$ cat src/rtl/bms_balance_ctrl.sv
// -----------------------------------------------------------------------------
// bms_balance_ctrl
// Sequencing controller for the 4-cell current-distribution datapath.
// Samples the pack current-sign flags, drives the datapath mode select (sel)
// and zero-current force (eqz), waits DP_LAT cycles for the divider/reciprocal
// chain to settle, then pulses cap_en to latch the per-cell currents.
// Runs once on start, or repeatedly every PERIOD+DP_LAT+2 cycles while enable
// is high. A sign change must be seen HYST times in a row before sel flips.
//
// Parameters:
//   DP_LAT  settle cycles between sel/eqz update and capture (1..255)
//   PERIOD  idle cycles in WAIT between periodic samples    (1..65535)
//   HYST    consecutive opposite-sign samples to flip sel   (1..15)
//
// Ports:
//   clk     in   system clock, rising edge
//   rst     in   synchronous active-high reset
//   start   in   single-shot request (only honoured in IDLE)
//   enable  in   periodic mode, level sensitive
//   gt/eq/lt in  pack current sign flags from the datapath (expected one-hot)
//   sel     out  0 = SOC-proportional (discharge), 1 = reciprocal-SOC (charge)
//   eqz     out  force datapath per-cell outputs to zero
//   cap_en  out  one-cycle capture strobe
//   valid   out  high from the first capture until reset
//   busy    out  high in SAMPLE, SETTLE, CAPTURE
//   state   out  IDLE=0, SAMPLE=1, SETTLE=2, CAPTURE=3, WAIT=4
//   fault   out  (only with BMS_FLAG_CHECK_EN) sticky non-one-hot flag alarm
//
// Optional feature macro: BMS_FLAG_CHECK_EN
//   When defined, a non-one-hot flag set seen in SAMPLE sets the sticky fault
//   output; while fault is set, eqz is forced high and sel is frozen.
// -----------------------------------------------------------------------------
module bms_balance_ctrl #(
  parameter int DP_LAT = 4,
  parameter int PERIOD = 16,
  parameter int HYST   = 3
) (
  input  logic       clk,
  input  logic       rst,
  input  logic       start,
  input  logic       enable,
  input  logic       gt,
  input  logic       eq,
  input  logic       lt,
  output logic       sel,
  output logic       eqz,
  output logic       cap_en,
  output logic       valid,
  output logic       busy,
  output logic [2:0] state
`ifdef BMS_FLAG_CHECK_EN
  ,
  output logic       fault
`endif
);

  typedef enum logic [2:0] {
    S_IDLE    = 3'd0,
    S_SAMPLE  = 3'd1,
    S_SETTLE  = 3'd2,
    S_CAPTURE = 3'd3,
    S_WAIT    = 3'd4
  } state_t;

  // One counter is shared: it times SETTLE, then WAIT; the two never overlap.
  localparam logic [15:0] SETTLE_LOAD = 16'(DP_LAT - 1);
  localparam logic [15:0] PERIOD_LOAD = 16'(PERIOD - 1);
  localparam logic [3:0]  HYST_LIM    = 4'(HYST);

  state_t      state_q, state_d;
  logic [15:0] cnt_q, cnt_d;
  logic        sel_q, sel_d;
  logic        eqz_q, eqz_d;
  logic        valid_q, valid_d;
  logic        first_q, first_d;
  logic [3:0]  hyst_q, hyst_d;
  logic [3:0]  hyst_inc;
  logic        one_hot;
  logic        sign_ok;
  logic        target;
  logic        fault_act;

  // Exactly one flag set: odd parity rules out zero/two set, the AND rules
  // out all three.
  assign one_hot = (gt ^ eq ^ lt) & ~(gt & eq & lt);
  assign target  = lt;
  assign hyst_inc = hyst_q + 4'd1;

`ifdef BMS_FLAG_CHECK_EN
  logic fault_q, fault_d;

  always_comb begin
    fault_d = fault_q;
    if (state_q == S_SAMPLE && !one_hot) begin
      fault_d = 1'b1;
    end
  end

  always_ff @(posedge clk) begin
    if (rst) begin
      fault_q <= 1'b0;
    end else begin
      fault_q <= fault_d;
    end
  end

  assign fault_act = fault_q;
  assign fault     = fault_q;
`else
  assign fault_act = 1'b0;
`endif

  // A usable sign sample: one-hot, not zero-current, and not locked by fault.
  assign sign_ok = one_hot & ~eq & ~fault_act;

  // ---------------------------------------------------------------------------
  // State register (plus the registered datapath controls)
  // ---------------------------------------------------------------------------
  always_ff @(posedge clk) begin
    if (rst) begin
      state_q <= S_IDLE;
      cnt_q   <= '0;
      sel_q   <= 1'b0;
      eqz_q   <= 1'b1;
      valid_q <= 1'b0;
      first_q <= 1'b0;
      hyst_q  <= '0;
    end else begin
      state_q <= state_d;
      cnt_q   <= cnt_d;
      sel_q   <= sel_d;
      eqz_q   <= eqz_d;
      valid_q <= valid_d;
      first_q <= first_d;
      hyst_q  <= hyst_d;
    end
  end

  // ---------------------------------------------------------------------------
  // Next-state logic
  // ---------------------------------------------------------------------------
  always_comb begin
    state_d = state_q;
    cnt_d   = cnt_q;
    case (state_q)
      S_IDLE: begin
        if (start || enable) begin
          state_d = S_SAMPLE;
        end
      end
      S_SAMPLE: begin
        state_d = S_SETTLE;
        cnt_d   = SETTLE_LOAD;
      end
      S_SETTLE: begin
        if (cnt_q == '0) begin
          state_d = S_CAPTURE;
        end else begin
          cnt_d = cnt_q - 16'd1;
        end
      end
      S_CAPTURE: begin
        if (enable) begin
          state_d = S_WAIT;
          cnt_d   = PERIOD_LOAD;
        end else begin
          state_d = S_IDLE;
        end
      end
      S_WAIT: begin
        // Dropping enable wins over an expiring period.
        if (!enable) begin
          state_d = S_IDLE;
        end else if (cnt_q == '0) begin
          state_d = S_SAMPLE;
        end else begin
          cnt_d = cnt_q - 16'd1;
        end
      end
      default: begin
        state_d = S_IDLE;
      end
    endcase
  end

  // ---------------------------------------------------------------------------
  // Output / flag-decode logic
  // ---------------------------------------------------------------------------
  always_comb begin
    sel_d   = sel_q;
    eqz_d   = eqz_q;
    first_d = first_q;
    hyst_d  = hyst_q;
    valid_d = valid_q;

    if (state_q == S_SAMPLE) begin
      if (!sign_ok) begin
        // Zero current, malformed flags, or fault lock: zero the outputs and
        // keep the current mode.
        eqz_d  = 1'b1;
        hyst_d = '0;
      end else begin
        eqz_d = 1'b0;
        if (!first_q) begin
          // No history yet, so adopt the sign directly.
          sel_d   = target;
          first_d = 1'b1;
          hyst_d  = '0;
        end else if (target == sel_q) begin
          hyst_d = '0;
        end else if (hyst_inc == HYST_LIM) begin
          sel_d  = ~sel_q;
          hyst_d = '0;
        end else begin
          hyst_d = hyst_inc;
        end
      end
    end

    if (state_q == S_CAPTURE) begin
      valid_d = 1'b1;
    end
  end

  assign sel    = sel_q;
  assign eqz    = eqz_q;
  assign valid  = valid_q;
  assign state  = state_q;
  assign cap_en = (state_q == S_CAPTURE);
  assign busy   = (state_q == S_SAMPLE) || (state_q == S_SETTLE) ||
                  (state_q == S_CAPTURE);

endmodule

$ cat config.mk
export PLATFORM = sky130hd
export DESIGN_NAME = bms_balance_ctrl
export DESIGN_NICKNAME = d
export VERILOG_FILES = /design/src/rtl/bms_balance_ctrl.sv
export SDC_FILE = /design/constraint.sdc
export NUM_CORES = 1
export LEC_CHECK = 0
export BUFFER_PORTS_ARGS = -buffer_cell sky130_fd_sc_hd__clkbuf_2
export CAP_MARGIN = 20
export CORE_ASPECT_RATIO = 0.7
export CORE_MARGIN = 2
export CORE_UTILIZATION = 48
export CTS_CLUSTER_SIZE = 14
export DETAILED_ROUTE_END_ITERATION = 8
export GPL_TIMING_DRIVEN = 0
export HOLD_SLACK_MARGIN = 0.08
export PLACE_DENSITY = 0.67
export RECOVER_POWER = 100
export SLEW_MARGIN = 5
export SYNTH_ARGS = -nofsm -noshare
export SYNTH_HDL_FRONTEND = slang
export SYNTH_SLANG_ARGS = --single-unit
$ cat constraint.sdc
create_clock -name clk -period 6.7 [get_ports clk]
set_input_delay 0.67 -clock clk [delete_from_list [all_inputs] [get_ports clk]]
set_output_delay 0.67 -clock clk [all_outputs]
set_load 0.005 [all_outputs]
==> run metrics, run 1 <==
Max Cap Viol=0; CP startpoint=cnt_q[0]; r2r endpoint=cnt_q[11]; ratio of cells with drive above 1 in the final layout=8.97%; setup repair bufs after CTS=0; Syn Area/Cell=8.18 µm²; Vias/cell=5.86; Die Area=0.00399 mm²; area added between synthesis and finish=10.1%; Avg WL per Cell=14.7 µm; final setup fails=0; post-synth top area share=32.2%; Clock Sink Count=27; Synth Flop Type=dfxtp_1; DPL Wire Length=3120 µm; CP cell instances=inv_1, ha_1, or3b_2, clkbuf_1, a2111oi_0, o311ai_0, o41ai_1; ANT nets after route=0; Ports=15; first-pass GRT wire length=6920 µm; cell with the most instances after synthesis=dfxtp_1; initial antenna violation count=0; DRT Pass-1 Iters=4; Async S/R FF share, synth=0%; Startpoint Class=register; Setup Crit Path Kind=register to register; initial DRC count=105; Port Buffers=14; final hold viol count=0; most instantiated cells after synthesis=dfxtp_1, nand2_1, nand2b_1; P per Cell Area=547 mW/mm²; GRT overflow=0; total CTS buffers=3; Clock Latency Late Sink=0.28 ns; largest net degree at the start of global routing=17; core area=0.00323 mm²; Yosys cell types=46; crit share post-route=40.1%; status=finished clean; Nets=235; FF-to-FF path depth=7; RePlAce Congestion=0.883; Synth area leaders=dfxtp_1, mux2i_1, nand2b_1; fin crit period=2.69 ns; Max rail drop VDD=0.311 mV; std cell rows=17; Synth Instances=205; DRC violations left=0; Final Non-Filler Cells=270; Root Driver=clkbuf_8; Post-Synthesis Net Count=216; Post-synth EDFFs=0; CP Capture Type=register; Post-Route Skew=0.0162 ns; CP bufs+invs=2; Worst Tran Pin Value=0.928 ns; critical path peak fanout=8; Synth warnings=0; CTS tree=done; worst-case clock buffer depth=2; CP max stage delay=0.76 ns; FILL cells=317; Top delay family on crit path=compound AO/OA/AOI/OAI gates; worst hold path startpoint=cnt_q[15]; n_diodes=0; vias in the first global route=1,451; slowest stage cell, crit path=a2111oi_0; R2R Setup Slk=4.01 ns; Peak Freq=372 MHz; Final Max Slew Viols=0; Worst Hold Depth=2; Crit path arrival time=2.86 ns; post-synthesis cell area=0.00168 mm²; final wirelength=3970 µm; Synth Register Bits=27; hold crit path type=register to register; hold worst-path end=cnt_q[15]; CTS resizes=0; Slew headroom=36.5%; Reg clk slew, reported paths=0.10 ns; Die Ht=53.5 µm; hold buffer count at cts=0; Lkg Pwr=0.000689 µW; register area share after synthesis=32.2%; Total GRT Usage=22.9%; setup TNS=0 ns; H-tree level count=1; RSZ-0062 raised after global routing=false; initial core utilization=51.9%; DIE WIDTH=74.7 µm; Worst EP required=6.88 ns; vias post-DR=1,581; reg-to-reg startpoint=cnt_q[0]; Placed Cells=266; leading area contributor after synthesis=dfxtp_1
## layout make-up
type / instances / area (µm²) / share of cell area [%]
sequential: 27 / 541 / 29.2
clock buffer: 3 / 41.3 / 2.23
tap: 47 / 58.8 / 3.18
clock inverter: 1 / 7.51 / 0.406
buffer: 11 / 48.8 / 2.64
timing repair buffer: 14 / 63.8 / 3.45
multi-input combinational: 159 / 1060 / 57.2
inverter: 8 / 30.0 / 1.62
## cell usage in the layout (no fill, tap or decap), drive strengths merged, types with 2 or more instances in the layout
cell	count
nand2	17
nand3	4
a32o	3
o32ai	2
a211oi	9
nor3b	2
nor4	7
nor3	13
a21boi	2
nand3b	3
or4	8
o41ai	3
a21o	3
nand2b	16
o31ai	3
buf	2
a21oi	4
or3	2
ha	4
nor2b	2
nor2	14
o21ai	7
or3b	3
mux2i	10
inv	8
clkbuf	26
nand4	4
dfxtp	27
## tightest hold or removal path, stage by stage, from the launching register on
cell and delay, ns:
dfxtp_1 0.34, nand2_1 0.06, mux2i_1 0.06
## cells by family after synthesis
kind of cell / Yosys count / share of synthesized area, %
simple gates: 99 / 33.1
compound gates: 44 / 19.8
flops: 27 / 32.2
buf+inv: 19 / 4.70
mux: 11 / 6.64
fa+ha+maj: 4 / 2.98
xor+xnor: 1 / 0.522
## registers in the layout, indices dropped and copies added (netlist names)
name / count
first_q: 1
valid: 1
sel: 1
hyst_q: 4
cnt_q: 16
state: 3
eqz: 1
## metal layers
metal	vias up	routed length [µm]	global-route usage (%)	share of wire, %
met2	30	1660	33.6	42
li1	816	-	-	-
met3	2	172	4.00	4.3
met1	733	2130	35.0	54
met4	0	8	3.87	0.20
met5	-	0	0	0
## how the worst max path moves through the flow
stage	cells after the start	to	slack, ns
5_1_grt	7	cnt_q[11]	3.85
6_report	7	cnt_q[11]	4.01
2_1_floorplan	5	hyst_q[0]	4.51
3_3_place_gp	7	cnt_q[5]	4.08
4_1_cts	7	cnt_q[11]	4.23
3_5_place_dp	7	cnt_q[5]	4.07
## where the power goes
part	switching, µW	internal, µW	leakage, µW
clock	53.1	42.3	0.0000217
combinational	393	261	0.000448
sequential	52.9	209	0.000220
total	499	512	0.000689
## stage by stage
step                      power [µW]  setup WS, ns  utilization, %  instance area (µm²)  hold slack, ns
after global placement           890          4.08            55.9                 1810           0.455
after CTS                       1010          4.23            57.4                 1860           0.493
after floorplan                  762          4.51               -                 1680           0.437
after global routing            1100          3.85            57.2                 1850           0.524
final                           1010          4.01            57.2                 1850           0.492
after detailed placement         910          4.07            55.9                 1810           0.464
Note: power is estimated with default switching activity, not from simulation.
==> inputs of run 2 (changes only) <==
--- a/config.mk
+++ b/config.mk
@@ -14,7 +14,7 @@
 export DETAILED_ROUTE_END_ITERATION = 8
 export GPL_TIMING_DRIVEN = 0
 export HOLD_SLACK_MARGIN = 0.08
-export PLACE_DENSITY = 0.67
+export PLACE_DENSITY = 0.69
 export RECOVER_POWER = 100
 export SLEW_MARGIN = 5
 export SYNTH_ARGS = -nofsm -noshare
==> constraint.sdc (replaced) <==
create_clock -name clk -period 2.18 [get_ports clk]
set_input_delay 0.218 -clock clk [delete_from_list [all_inputs] [get_ports clk]]
set_output_delay 0.218 -clock clk [all_outputs]
set_load 0.005 [all_outputs]
==> run 2 against run 1 <==
Critical path depth shrank 1. Global-route usage increased by 1.4 points. Sequential cell count unchanged. Count of clock-buffer cells in the layout up 1. Cell area rose by 1.6%. Worst hold slack lost 0.30 ns. Register-to-register slack lost 4.0 ns. Combinational power increased to 3.3 times the previous value. Sequential share of layout area fell by 0.40 points. Setup slack got worse by 4.0 ns. Sequential power rose to 3.1 times the previous value. Critical path type unchanged. Critical endpoint is now cnt_q[8]. Largest cell class unchanged. Highest routed layer unchanged.
==> run metrics, run 2 (synthesis gave the netlist of run 1 again) <==
status=finished clean; Worst EP required=2.39 ns; Max Cap Viol=0; Die Area=0.00399 mm²; CP cell instances=inv_1, ha_2, or3b_4, or2_4, or4_1, a21boi_1; area added between synthesis and finish=11.9%; Clock Latency Late Sink=0.27 ns; final instance area=0.00188 mm²; Final Max Slew Viols=0; Slew headroom=46.0%; area of all sequential standard cells=542 µm²; DP Area=0.00181 mm²; setup repair bufs after CTS=0; Die Ht=53.5 µm; fin crit period=2.16 ns; CP bufs+invs=1; DRC violations left=0; Setup Crit Path Kind=register to register; Worst Hold Depth=3; critical path peak fanout=8; P per Cell Area=1750 mW/mm²; initial DRC count=112; Nets=233; Crit. path cell count=6; largest net degree at the start of global routing=15; Internal=1650 µW; n_diodes=0; Startpoint Class=register; Reg clk slew, reported paths=0.09 ns; H-tree level count=1; RSZ-0062 raised after global routing=true; core area=0.00323 mm²; first-pass GRT wire length=7190 µm; Peak Freq=462 MHz; Reg with most FFs=cnt_q; Total GRT Usage=24.3%; slowest stage cell, crit path=or4_1; Ports=15; Root Driver=clkbuf_8; Max rail drop VDD=1.02 mV; RePlAce Congestion=0.875; Post-Route Skew=0.00438 ns; ANT nets after route=0; vias in the first global route=1,541; DRT Pass-1 Iters=4; final setup fails=0; final hold viol count=0; Combinational Power Share=66.8%; final wirelength=4270 µm; hold crit path type=primary input to register; worst-case clock buffer depth=2; Switch Pwr=1640 µW; most common cell after layout, fill and taps aside=dfxtp_1; CP Capture Type=register; setup TNS=0 ns; CP max stage delay=0.51 ns; max reg flops=16; Lkg Pwr=0.000713 µW; DPL Wire Length=3290 µm; Clk pwr share=8.6%; total CTS buffers=3; Top delay family on crit path=simple AND/OR/NAND/NOR gates; Crit path arrival time=2.37 ns; initial antenna violation count=0; GRT overflow=0; hold buffer count at cts=0; ratio of cells with drive above 1 in the final layout=14.5%; FF-to-FF path depth=6; sequential share of power=24.6%; Clock Sink Count=27; crit share post-route=99.2%; vias post-DR=1,620; FILL cells=310; Vias/cell=6.04; CTS tree=done; Avg WL per Cell=15.9 µm; DIE WIDTH=74.7 µm; std cell rows=17; most frequent cells in the layout=dfxtp_1, nand2_1, nand2b_1, clkbuf_2, nor2_1; initial core utilization=51.9%; Port Buffers=14; total power=3290 µW; Worst Tran Pin Value=0.802 ns; Multi-input gate area=0.00109 mm²; switch share=49.9%
==> run 2: timing repair <==
item	4_1_cts	5_1_grt
gates resized for setup	6	8
endpoints found under the setup margin	15	17
cloned	0	0
pin swaps	0	1
==> run 2: layer usage <==
metal | GRT usage [%] | wire length (µm) | vias to the layer above | part of all wire [%]
met5 | 0 | 0 | - | 0
li1 | - | - | 809 | -
met1 | 31.5 | 1970 | 739 | 46
met4 | 8.63 | 72 | 0 | 1.7
met3 | 4.95 | 286 | 12 | 6.7
met2 | 40.1 | 1940 | 60 | 45
==> run 2: power groups by stage <==
| stage | clock network [µW] | logic [µW] | registers, µW |
|---|---|---|---|
| after floorplan | 0 | 1580 | 762 |
| after global placement | 0 | 1950 | 796 |
| after detailed placement | 0 | 2010 | 808 |
| after CTS | 297 | 2060 | 797 |
| after global routing | 318 | 2410 | 833 |
| final | 283 | 2190 | 808 |
==> run 2: path summary, 6_finish.rpt <==
check	startpoint	to	slack [ns]
max	cnt_q[1]	cnt_q[8]	0.02
max reg2reg	cnt_q[1]	cnt_q[8]	0.02
min	lt	sel	0.20
min reg2reg	valid	valid	0.48
==> run 2: area by class of cell <==
cell class                      count  area share (%)
Tap cell                           47            3.13
Buffer                              9            2.47
Sequential cell                    27            28.8
Clock buffer                        4            2.40
Timing Repair Buffer               14            3.53
Inverter                            8            1.60
Multi-Input combinational cell    159            58.0
==> run 2: tightest hold or removal path: stages <==
cell and delay (ns):
clkbuf_2 0.09, nand2_1 0.05, mux2i_1 0.06
==> run 2: through the flow <==
step | hold slack, ns | cells | util [%] | setup WS (ns)
2_1_floorplan | 0.357 | 205 | - | 0.0274
4_1_cts | 0.189 | 269 | 57.7 | 0.00801
5_1_grt | 0.206 | 268 | 58.1 | -0.0855
3_5_place_dp | 0.472 | 266 | 55.9 | -0.235
6_report | 0.195 | 268 | 58.1 | 0.0169
3_3_place_gp | 0.453 | 266 | 55.9 | -0.156
